File: config.mk
export PLATFORM = sky130hd
export DESIGN_NAME = ysyx_22040386_ifid_buffer
export DESIGN_NICKNAME = d
export VERILOG_FILES = /design/src/rtl/ysyx_22040386_ifid_buffer.sv
export SDC_FILE = /design/constraint.sdc
export NUM_CORES = 1
export LEC_CHECK = 0
export CORE_MARGIN = 3
export CORE_UTILIZATION = 45
export CTS_BUF_LIST = sky130_fd_sc_hd__clkbuf_8
export CTS_CLUSTER_DIAMETER = 80
export CTS_CLUSTER_SIZE = 40
export DETAILED_ROUTE_END_ITERATION = 16
export GPL_ROUTABILITY_DRIVEN = 1
export GPL_TIMING_DRIVEN = 0
export PLACE_DENSITY = 0.8
export SYNTH_ARGS = -nofsm -noshare
export SYNTH_HDL_FRONTEND = slang
export SYNTH_SLANG_ARGS = --single-unit
File: constraint.sdc
create_clock -name i_IB_clk -period 9 [get_ports i_IB_clk]
set_input_delay 1.35 -clock i_IB_clk [delete_from_list [all_inputs] [get_ports i_IB_clk]]
set_output_delay 1.35 -clock i_IB_clk [all_outputs]
set_load 0.01 [all_outputs]
File: src/rtl/ysyx_22040386_ifid_buffer.sv
// ============================================================================
//  Module   : ysyx_22040386_ifid_buffer
//  Purpose  : IF->ID decoupling FIFO of {pc, inst} pairs with single-cycle flush.
//  Revision : 1.0 - initial release
// ============================================================================
`default_nettype none
`timescale 1ns/1ps

module ysyx_22040386_ifid_buffer #(
    parameter int              DEPTH  = 2,
    parameter int              PC_W   = 64,
    parameter int              INST_W = 32,
    parameter logic [PC_W-1:0] RST_PC = 64'h0000_0000_8000_0000
) (
    input  logic                    i_IB_clk,
    input  logic                    i_IB_rst,
    input  logic                    i_IB_in_valid,
    output logic                    o_IB_in_ready,
    input  logic [PC_W-1:0]         i_IB_pc,
    input  logic [INST_W-1:0]       i_IB_inst,
    input  logic                    i_IB_flush,
    output logic                    o_IB_out_valid,
    input  logic                    i_IB_out_ready,
    output logic [PC_W-1:0]         o_IB_pc,
    output logic [INST_W-1:0]       o_IB_inst,
    output logic [$clog2(DEPTH):0]  o_IB_count
);

    localparam int                  c_PTR_W = $clog2(DEPTH);
    localparam int                  c_CNT_W = c_PTR_W + 1;
    localparam logic [c_CNT_W-1:0]  c_DEPTH = c_CNT_W'(DEPTH);
    localparam logic [c_CNT_W-1:0]  c_ONE   = c_CNT_W'(1);
    localparam logic [c_PTR_W-1:0]  c_PONE  = c_PTR_W'(1);
    localparam logic [INST_W-1:0]   c_NOP   = INST_W'(32'h0000_0013);

    typedef enum logic [1:0] {
        S_EMPTY   = 2'd0,
        S_PARTIAL = 2'd1,
        S_FULL    = 2'd2
    } state_t;

    state_t               r_state;
    state_t               w_state_nxt;
    logic [c_PTR_W-1:0]   r_wr_ptr;
    logic [c_PTR_W-1:0]   r_rd_ptr;
    logic [c_PTR_W-1:0]   w_wr_ptr_nxt;
    logic [c_PTR_W-1:0]   w_rd_ptr_nxt;
    logic [c_CNT_W-1:0]   r_count;
    logic [c_CNT_W-1:0]   w_count_nxt;
    logic [PC_W-1:0]      r_pc_mem   [DEPTH];
    logic [INST_W-1:0]    r_inst_mem [DEPTH];
    logic                 w_push;
    logic                 w_pop;

    // Handshake outputs depend only on registered state, never on i_IB_out_ready.
    assign o_IB_in_ready  = (r_state != S_FULL);
    assign o_IB_out_valid = (r_state != S_EMPTY) & ~i_IB_flush;
    assign w_push         = i_IB_in_valid & o_IB_in_ready & ~i_IB_flush;
    assign w_pop          = o_IB_out_valid & i_IB_out_ready;

    assign o_IB_pc    = (r_state == S_EMPTY) ? RST_PC : r_pc_mem[r_rd_ptr];
    assign o_IB_inst  = (r_state == S_EMPTY) ? c_NOP  : r_inst_mem[r_rd_ptr];
    assign o_IB_count = r_count;

    always_ff @(posedge i_IB_clk or posedge i_IB_rst) begin
        if (i_IB_rst) begin
            r_state  <= S_EMPTY;
            r_count  <= '0;
            r_wr_ptr <= '0;
            r_rd_ptr <= '0;
        end else begin
            r_state  <= w_state_nxt;
            r_count  <= w_count_nxt;
            r_wr_ptr <= w_wr_ptr_nxt;
            r_rd_ptr <= w_rd_ptr_nxt;
        end
    end

    // Payload storage is never cleared; occupancy alone decides what is live.
    always_ff @(posedge i_IB_clk) begin
        if (w_push) begin
            r_pc_mem[r_wr_ptr]   <= i_IB_pc;
            r_inst_mem[r_wr_ptr] <= i_IB_inst;
        end
    end

    always_comb begin
        w_state_nxt  = r_state;
        w_count_nxt  = r_count;
        w_wr_ptr_nxt = r_wr_ptr;
        w_rd_ptr_nxt = r_rd_ptr;
        if (i_IB_flush) begin
            w_state_nxt  = S_EMPTY;
            w_count_nxt  = '0;
            w_wr_ptr_nxt = '0;
            w_rd_ptr_nxt = '0;
        end else begin
            if (w_push) begin
                w_wr_ptr_nxt = r_wr_ptr + c_PONE;
            end
            if (w_pop) begin
                w_rd_ptr_nxt = r_rd_ptr + c_PONE;
            end
            if (w_push && !w_pop) begin
                w_count_nxt = r_count + c_ONE;
            end else if (w_pop && !w_push) begin
                w_count_nxt = r_count - c_ONE;
            end
            case (r_state)
                S_EMPTY: begin
                    if (w_push) begin
                        w_state_nxt = S_PARTIAL;
                    end
                end
                S_PARTIAL: begin
                    if (w_push && !w_pop && (r_count + c_ONE == c_DEPTH)) begin
                        w_state_nxt = S_FULL;
                    end else if (w_pop && !w_push && (r_count == c_ONE)) begin
                        w_state_nxt = S_EMPTY;
                    end
                end
                S_FULL: begin
                    if (w_pop) begin
                        w_state_nxt = S_PARTIAL;
                    end
                end
                default: begin
                    w_state_nxt = S_EMPTY;
                end
            endcase
        end
    end

endmodule

`default_nettype wire

==> results.py, run 1 <==
metrics = {
    "outcome": {
        "status": "completed",
    },
    "floorplanning": {
        "dieArea_mm2": 0.0184,
        "core-area_mm2": 0.0162,
        "die_x_um": 136,
        "io_pins": 201,
        "initial_utilization_pct": 46.8,
        "fp.dieH_um": 136,
        "core.rowCount": 46,
    },
    "clock_network": {
        "cts.sinks": 198,
        "clkLatencyLatePin_ps": 450,
        "cts_tree": "done",
        "cts_made_buffers": 17,
        "cts_max_level": 4,
        "clk_path_buf_depth": 2,
        "hold_buffers": 0,
        "postCtsSetupBuffers": 0,
        "post_cts_resized": 0,
        "clk_pin_slew_ps": 80,
        "root_buffer": "clkbuf_8",
    },
    "power_and_ir_drop": {
        "leakagePower_uw": 0.00350,
        "peakVddDrop_uv": 115,
        "p_per_area_mw_per_mm2": 180,
        "p_total_uw": 1880,
    },
    "timing": {
        "setup_viol_count_final": 0,
        "fin_tns_setup_ps": 0,
        "post-route-min-period_ps": 3880,
        "drv_slew": 0,
        "max_slew.worst_pin.slew_ps": 906,
        "skew_ps": 9.57,
        "slew_headroom_pct": 39.3,
        "rsz0062_at_grt": "false",
        "period_share_pct": 43.1,
        "layout_setup_ws_ps": 5120,
        "max_freq_mhz": 258,
        "finalHoldViolations": 0,
    },
    "logic_synthesis": {
        "synth-compound-area-share_pct": 0.793,
        "synth_xor_area_share_pct": 0.463,
        "synth.area.top_cells": "edfxtp_1 76%, mux2i_1 13%, nor2_1 4.9%",
        "netlist_area_mm2": 0.00757,
        "yosys_warnings": 0,
        "async_reset_ff_share_pct": 3.03,
        "synth_edf_count": 192,
        "synthAdderAreaFrac_pct": 0.165,
        "synth_top_area_cell": "edfxtp_1",
        "syn_avg_cell_area_um2": 17.1,
        "ys.flop_type": "edfxtp_1",
        "syn_nets": 545,
        "synth_top_area_share_pct": 76.1,
        "synth_top_family_by_area": "multiplexers",
        "synth-seq-cells": 198,
        "synthMuxAreaShare_pct": 12.8,
        "postSynthCellCount": 443,
        "yosysUniqueCellTypes": 28,
        "synth-seq-area-share_pct": 78.1,
        "synthSimpleGateAreaFrac_pct": 5.85,
    },
    "setup_path": {
        "r2r_start": "r_state[0]",
        "startpoint_type": "flip-flop",
        "critPathCaptureType": "primary output",
        "crit_start": "r_state[1]",
        "crit_fanout": 10,
        "cpMaxStageDelayCell": "clkdlybuf4s50_1",
        "path_cells": "nor2_1 -> buf_2 -> buf_2 -> nor2_1 -> clkdlybuf4s50_1",
        "critical_path_class": "flip-flop to primary output",
        "cp_data_arrival_time_ps": 2530,
        "cp.required_ps": 7650,
        "cp_slowest_stage_delay_ps": 510,
        "r2r_slack_ps": 6430,
    },
    "detailed_routing": {
        "route.layer.met1.wl_um": 6420,
        "route.met3.wl_um": 1100,
        "drc": 0,
        "first_iter_violations": 192,
        "top_layer_used": "met4",
        "post_drt_via_cell_ratio": 4.89,
        "first_pass_iters": 4,
        "wl_per_cell_um": 17.5,
        "route.met2.wl_um": 8130,
        "ant_nets": 0,
        "num_vias": 4416,
        "totalWireLength_um": 15800,
    },
    "global_routing": {
        "grt_pass1_vias": 4706,
        "grt_usage_pct": 17.4,
        "grt_max_degree": 19,
        "grt_pass1_wl_um": 24200,
        "grt-ovfl-total": 0,
        "antenna_found_initial": 0,
    },
    "placement": {
        "gp_congestion": 0.736,
        "placed_cell_area_mm2": 0.0101,
        "dp_hpwl_um": 11400,
        "dp_cells": 873,
        "dp_slack_ps": 5070,
        "portBuffers": 199,
    },
    "final_layout": {
        "stdcell_count": 903,
        "final_nets": 778,
        "area_delta_synth_final_pct": 38.1,
        "drive_gt1_share_pct": 10.0,
        "fill_cells": 1139,
        "diodes": 0,
        "finalInstanceArea_mm2": 0.0105,
    },
    "worst_hold_path": {
        "hold_start": "r_wr_ptr",
        "hold_path.class": "flip-flop to flip-flop",
    },
    "flow_run": {
        "maxCapViolCount": 0,
    },
}
[stage by stage]
stage                     utilization (%)  hold WS, ps
after floorplan                         -          518
after global placement               60.8          535
after detailed placement             62.4          585
after CTS                            64.6          612
after global routing                 64.6          653
final                                64.6          608
[synthesized netlist by cell type, types with 2 or more instances]
master	instances
xor2_1	3
dfrtp_1	6
edfxtp_1	192
nand2b_1	2
buf_6	3
nor2_1	98
inv_1	2
nand2_1	5
nor3_1	2
mux2i_1	97
clkbuf_1	2
buf_2	15
[worst paths after layout]
check / end / cells after the start
min in group asynchronous: r_state[1] / 2
worst max register to register: r_pc_mem[0][25] / 7
max in group asynchronous: r_rd_ptr / 2
worst min register to register: r_wr_ptr / 2
worst max-delay path: o_IB_inst[8] / 5
worst min-delay path: r_wr_ptr / 2
[critical path, delay by kind of cell (launching register included)]
kind | cells | cell delay, ps
buffers and inverters | 3 | 1170
DFF | 1 | 460
and+or+nand+nor | 2 | 450
[sequential cells by signal (all words and copies together) (netlist names)]
register    cells
r_rd_ptr        1
r_pc_mem      128
r_inst_mem     64
r_state         2
o_IB_count      2
r_wr_ptr        1
[routing by layer]
layer  up-vias  GRT usage (%)
li1       2110              -
met1      2133           20.5
met2       157           30.0
met3        16           6.24
met4         0           5.15
met5         -              0
[final cells by class]
type | instances | area, um2 | share of cell area, %
Multi-Input combinational cell | 221 | 1540 | 14.7
Clock buffer | 17 | 234 | 2.24
Timing Repair Buffer | 214 | 2230 | 21.3
Inverter | 2 | 7.51 | 0.0718
Sequential cell | 198 | 5920 | 56.6
Buffer | 22 | 128 | 1.22
Tap cell | 216 | 270 | 2.58
Clock inverter | 13 | 134 | 1.28
[placed cells by master (no fill, tap or decap), types with 4 or more instances in the layout]
| cell type | synthesis | layout |
|---|---|---|
| buf_2 | 15 | 15 |
| buf_6 | 3 | 10 |
| buf_8 | 0 | 5 |
| clkbuf_8 | 0 | 17 |
| clkdlybuf4s50_1 | 0 | 199 |
| clkinv_2 | 0 | 4 |
| dfrtp_1 | 6 | 6 |
| edfxtp_1 | 192 | 192 |
| mux2i_1 | 97 | 97 |
| nand2_1 | 5 | 5 |
| nor2_1 | 98 | 98 |
[cell families after synthesis]
kind of cell               Yosys count
adders and majority gates            1
AOI/OAI and AO/OA                    7
xor gates and xnor gates             4
muxes                               97
DFF                                198
buffers and inverters               24
and+or+nand+nor                    112
[power by group]
part | internal (uW) | switching (uW)
Clock | 244 | 293
Sequential | 1050 | 10.5
Combinational | 151 | 129
(Power assumes the default switching activity.)
==> run 2, diff against run 1 <==
Clock period 9 ns to 3.4 ns, I/O delays scaled along.
==> results.py, run 2 (synthesis results as in run 1) <==
metrics = {
    "setup_path": {
        "cp_data_arrival_time_ps": 2480,
        "path_cells": "nor2_1 -> buf_2 -> buf_2 -> nor2_1 -> clkdlybuf4s50_1",
        "crit_fanout": 10,
        "crit_start": "r_state[1]",
        "cpMaxStageDelayCell": "clkdlybuf4s50_1",
        "worstRegToRegCells": 6,
        "reg2reg_to": "r_pc_mem[1][21]",
        "startpoint_type": "flip-flop",
        "path_buf_inv": 3,
        "cp.required_ps": 2890,
        "r2r_slack_ps": 800,
        "r2r_start": "r_state[0]",
        "cp_slowest_stage_delay_ps": 520,
        "cp_top_family": "buffers and inverters",
        "critical_path_class": "flip-flop to primary output",
        "critPathCaptureType": "primary output",
    },
    "power_and_ir_drop": {
        "p_clk_share_pct": 29.1,
        "p_per_area_mw_per_mm2": 478,
        "netSwitchingFraction_pct": 24.4,
        "p_switching_uw": 1230,
        "internal_power_uw": 3800,
        "combPwrFrac_pct": 14.9,
        "peakVddDrop_uv": 304,
        "p_total_uw": 5030,
        "seqPwrFrac_pct": 56.0,
        "leakagePower_uw": 0.00350,
    },
    "final_layout": {
        "stdcell_count": 901,
        "final_common_cell": "clkdlybuf4s50_1",
        "drive_gt1_share_pct": 10.2,
        "reg_top3": "r_pc_mem: 128 flops, r_inst_mem: 64 flops",
        "final_cell_mix": "199 x clkdlybuf4s50_1, 192 x edfxtp_1, 98 x nor2_1, 97 x mux2i_1, 17 x clkbuf_8",
        "largest_reg_flops": 128,
        "largest_register": "r_pc_mem",
        "diodes": 0,
        "final_nets": 774,
        "area_delta_synth_final_pct": 38.8,
    },
    "detailed_routing": {
        "post_drt_via_cell_ratio": 4.91,
        "first_iter_violations": 296,
        "ant_nets": 0,
        "drc": 0,
        "first_pass_iters": 5,
        "totalWireLength_um": 15900,
        "wl_per_cell_um": 17.6,
        "num_vias": 4425,
    },
    "floorplanning": {
        "io_pins": 201,
        "initial_utilization_pct": 46.8,
        "dieArea_mm2": 0.0184,
        "core.rowCount": 46,
        "fp.dieH_um": 136,
        "die_x_um": 136,
        "core-area_mm2": 0.0162,
    },
    "timing": {
        "setup_viol_count_final": 0,
        "finalHoldViolations": 0,
        "skew_ps": 14.4,
        "slew_headroom_pct": 32.5,
        "max_slew.worst_pin.slew_ps": 1010,
        "period_share_pct": 88.0,
        "fin_tns_setup_ps": 0,
        "whs_ps": 273,
        "rsz0062_at_grt": "false",
        "post-route-min-period_ps": 2990,
        "drv_slew": 0,
        "max_freq_mhz": 334,
        "layout_setup_ws_ps": 406,
    },
    "worst_hold_path": {
        "hold_path.class": "input port to async pin",
    },
    "placement": {
        "dp_cells": 869,
        "dp_slack_ps": 275,
        "portBuffers": 199,
        "dp_hpwl_um": 11300,
        "gp_congestion": 0.761,
    },
    "clock_network": {
        "hold_buffers": 0,
        "clk_path_buf_depth": 2,
        "clkLatencyLatePin_ps": 460,
        "postCtsSetupBuffers": 0,
        "cts.sinks": 198,
        "cts_tree": "done",
        "root_buffer": "clkbuf_8",
        "clk_pin_slew_ps": 110,
        "cts_max_level": 4,
        "cts_made_buffers": 17,
        "post_cts_resized": 0,
    },
    "global_routing": {
        "grt_usage_pct": 17.7,
        "antenna_found_initial": 0,
        "grt_max_degree": 20,
        "grt_pass1_vias": 4755,
        "grt-ovfl-total": 0,
        "grt_pass1_wl_um": 24800,
    },
    "outcome": {
        "status": "completed",
    },
    "flow_run": {
        "maxCapViolCount": 0,
    },
}
-- run 2: cell types whose count changed in the layout (fill, tap and decap cells not counted), sizes merged --
cell and change:
buf -4, clkinv -3, inv +3, clkinvlp +3, bufinv -1
-- run 2: worst max path at each step --
stage                       end  slack, ps  depth (start not counted)
3_5_place_dp    r_pc_mem[1][22]        280                          6
3_3_place_gp    r_pc_mem[1][22]      -1940                          3
6_report           o_IB_inst[8]        410                          5
4_1_cts            o_IB_inst[8]        330                          5
5_1_grt            o_IB_inst[8]        230                          5
2_1_floorplan  r_inst_mem[1][0]       -210                          3
-- run 2: layer usage --
layer | track usage [%] | vias up | part of all wire, % | wire [um]
met3 | 5.46 | 26 | 7.2 | 1150
li1 | - | 2094 | - | -
met5 | 0 | - | 0 | 0
met2 | 30.1 | 157 | 51 | 8050
met4 | 7.05 | 0 | 2.1 | 336
met1 | 21.0 | 2148 | 40 | 6320
-- run 2: final cells by class --
type                    instances  area (um2)
plain buffers                  22         135
clock buffers                  17         234
clock inverters                15         161
fillers                      1144        5660
inverters                       2        7.51
multi-input cells             221        1550
flip-flops and latches        198        5920
well taps                     216         270
repair buffers                210        2230
-- run 2: power groups by stage --
stage / combinational [uW] / clock (uW) / sequential [uW]
2_1_floorplan: 325 / 0 / 2870
3_3_place_gp: 701 / 0 / 2870
3_5_place_dp: 755 / 0 / 2870
4_1_cts: 760 / 1510 / 2810
5_1_grt: 806 / 1610 / 2820
6_report: 751 / 1460 / 2810
-- run 2: through the flow --
step	area (um2)	utilization, %
global placement	9870	61.1
finish	10500	65.0
CTS	10500	65.0
global route	10500	65.0
detailed placement	10100	62.5
floorplan	7610	-
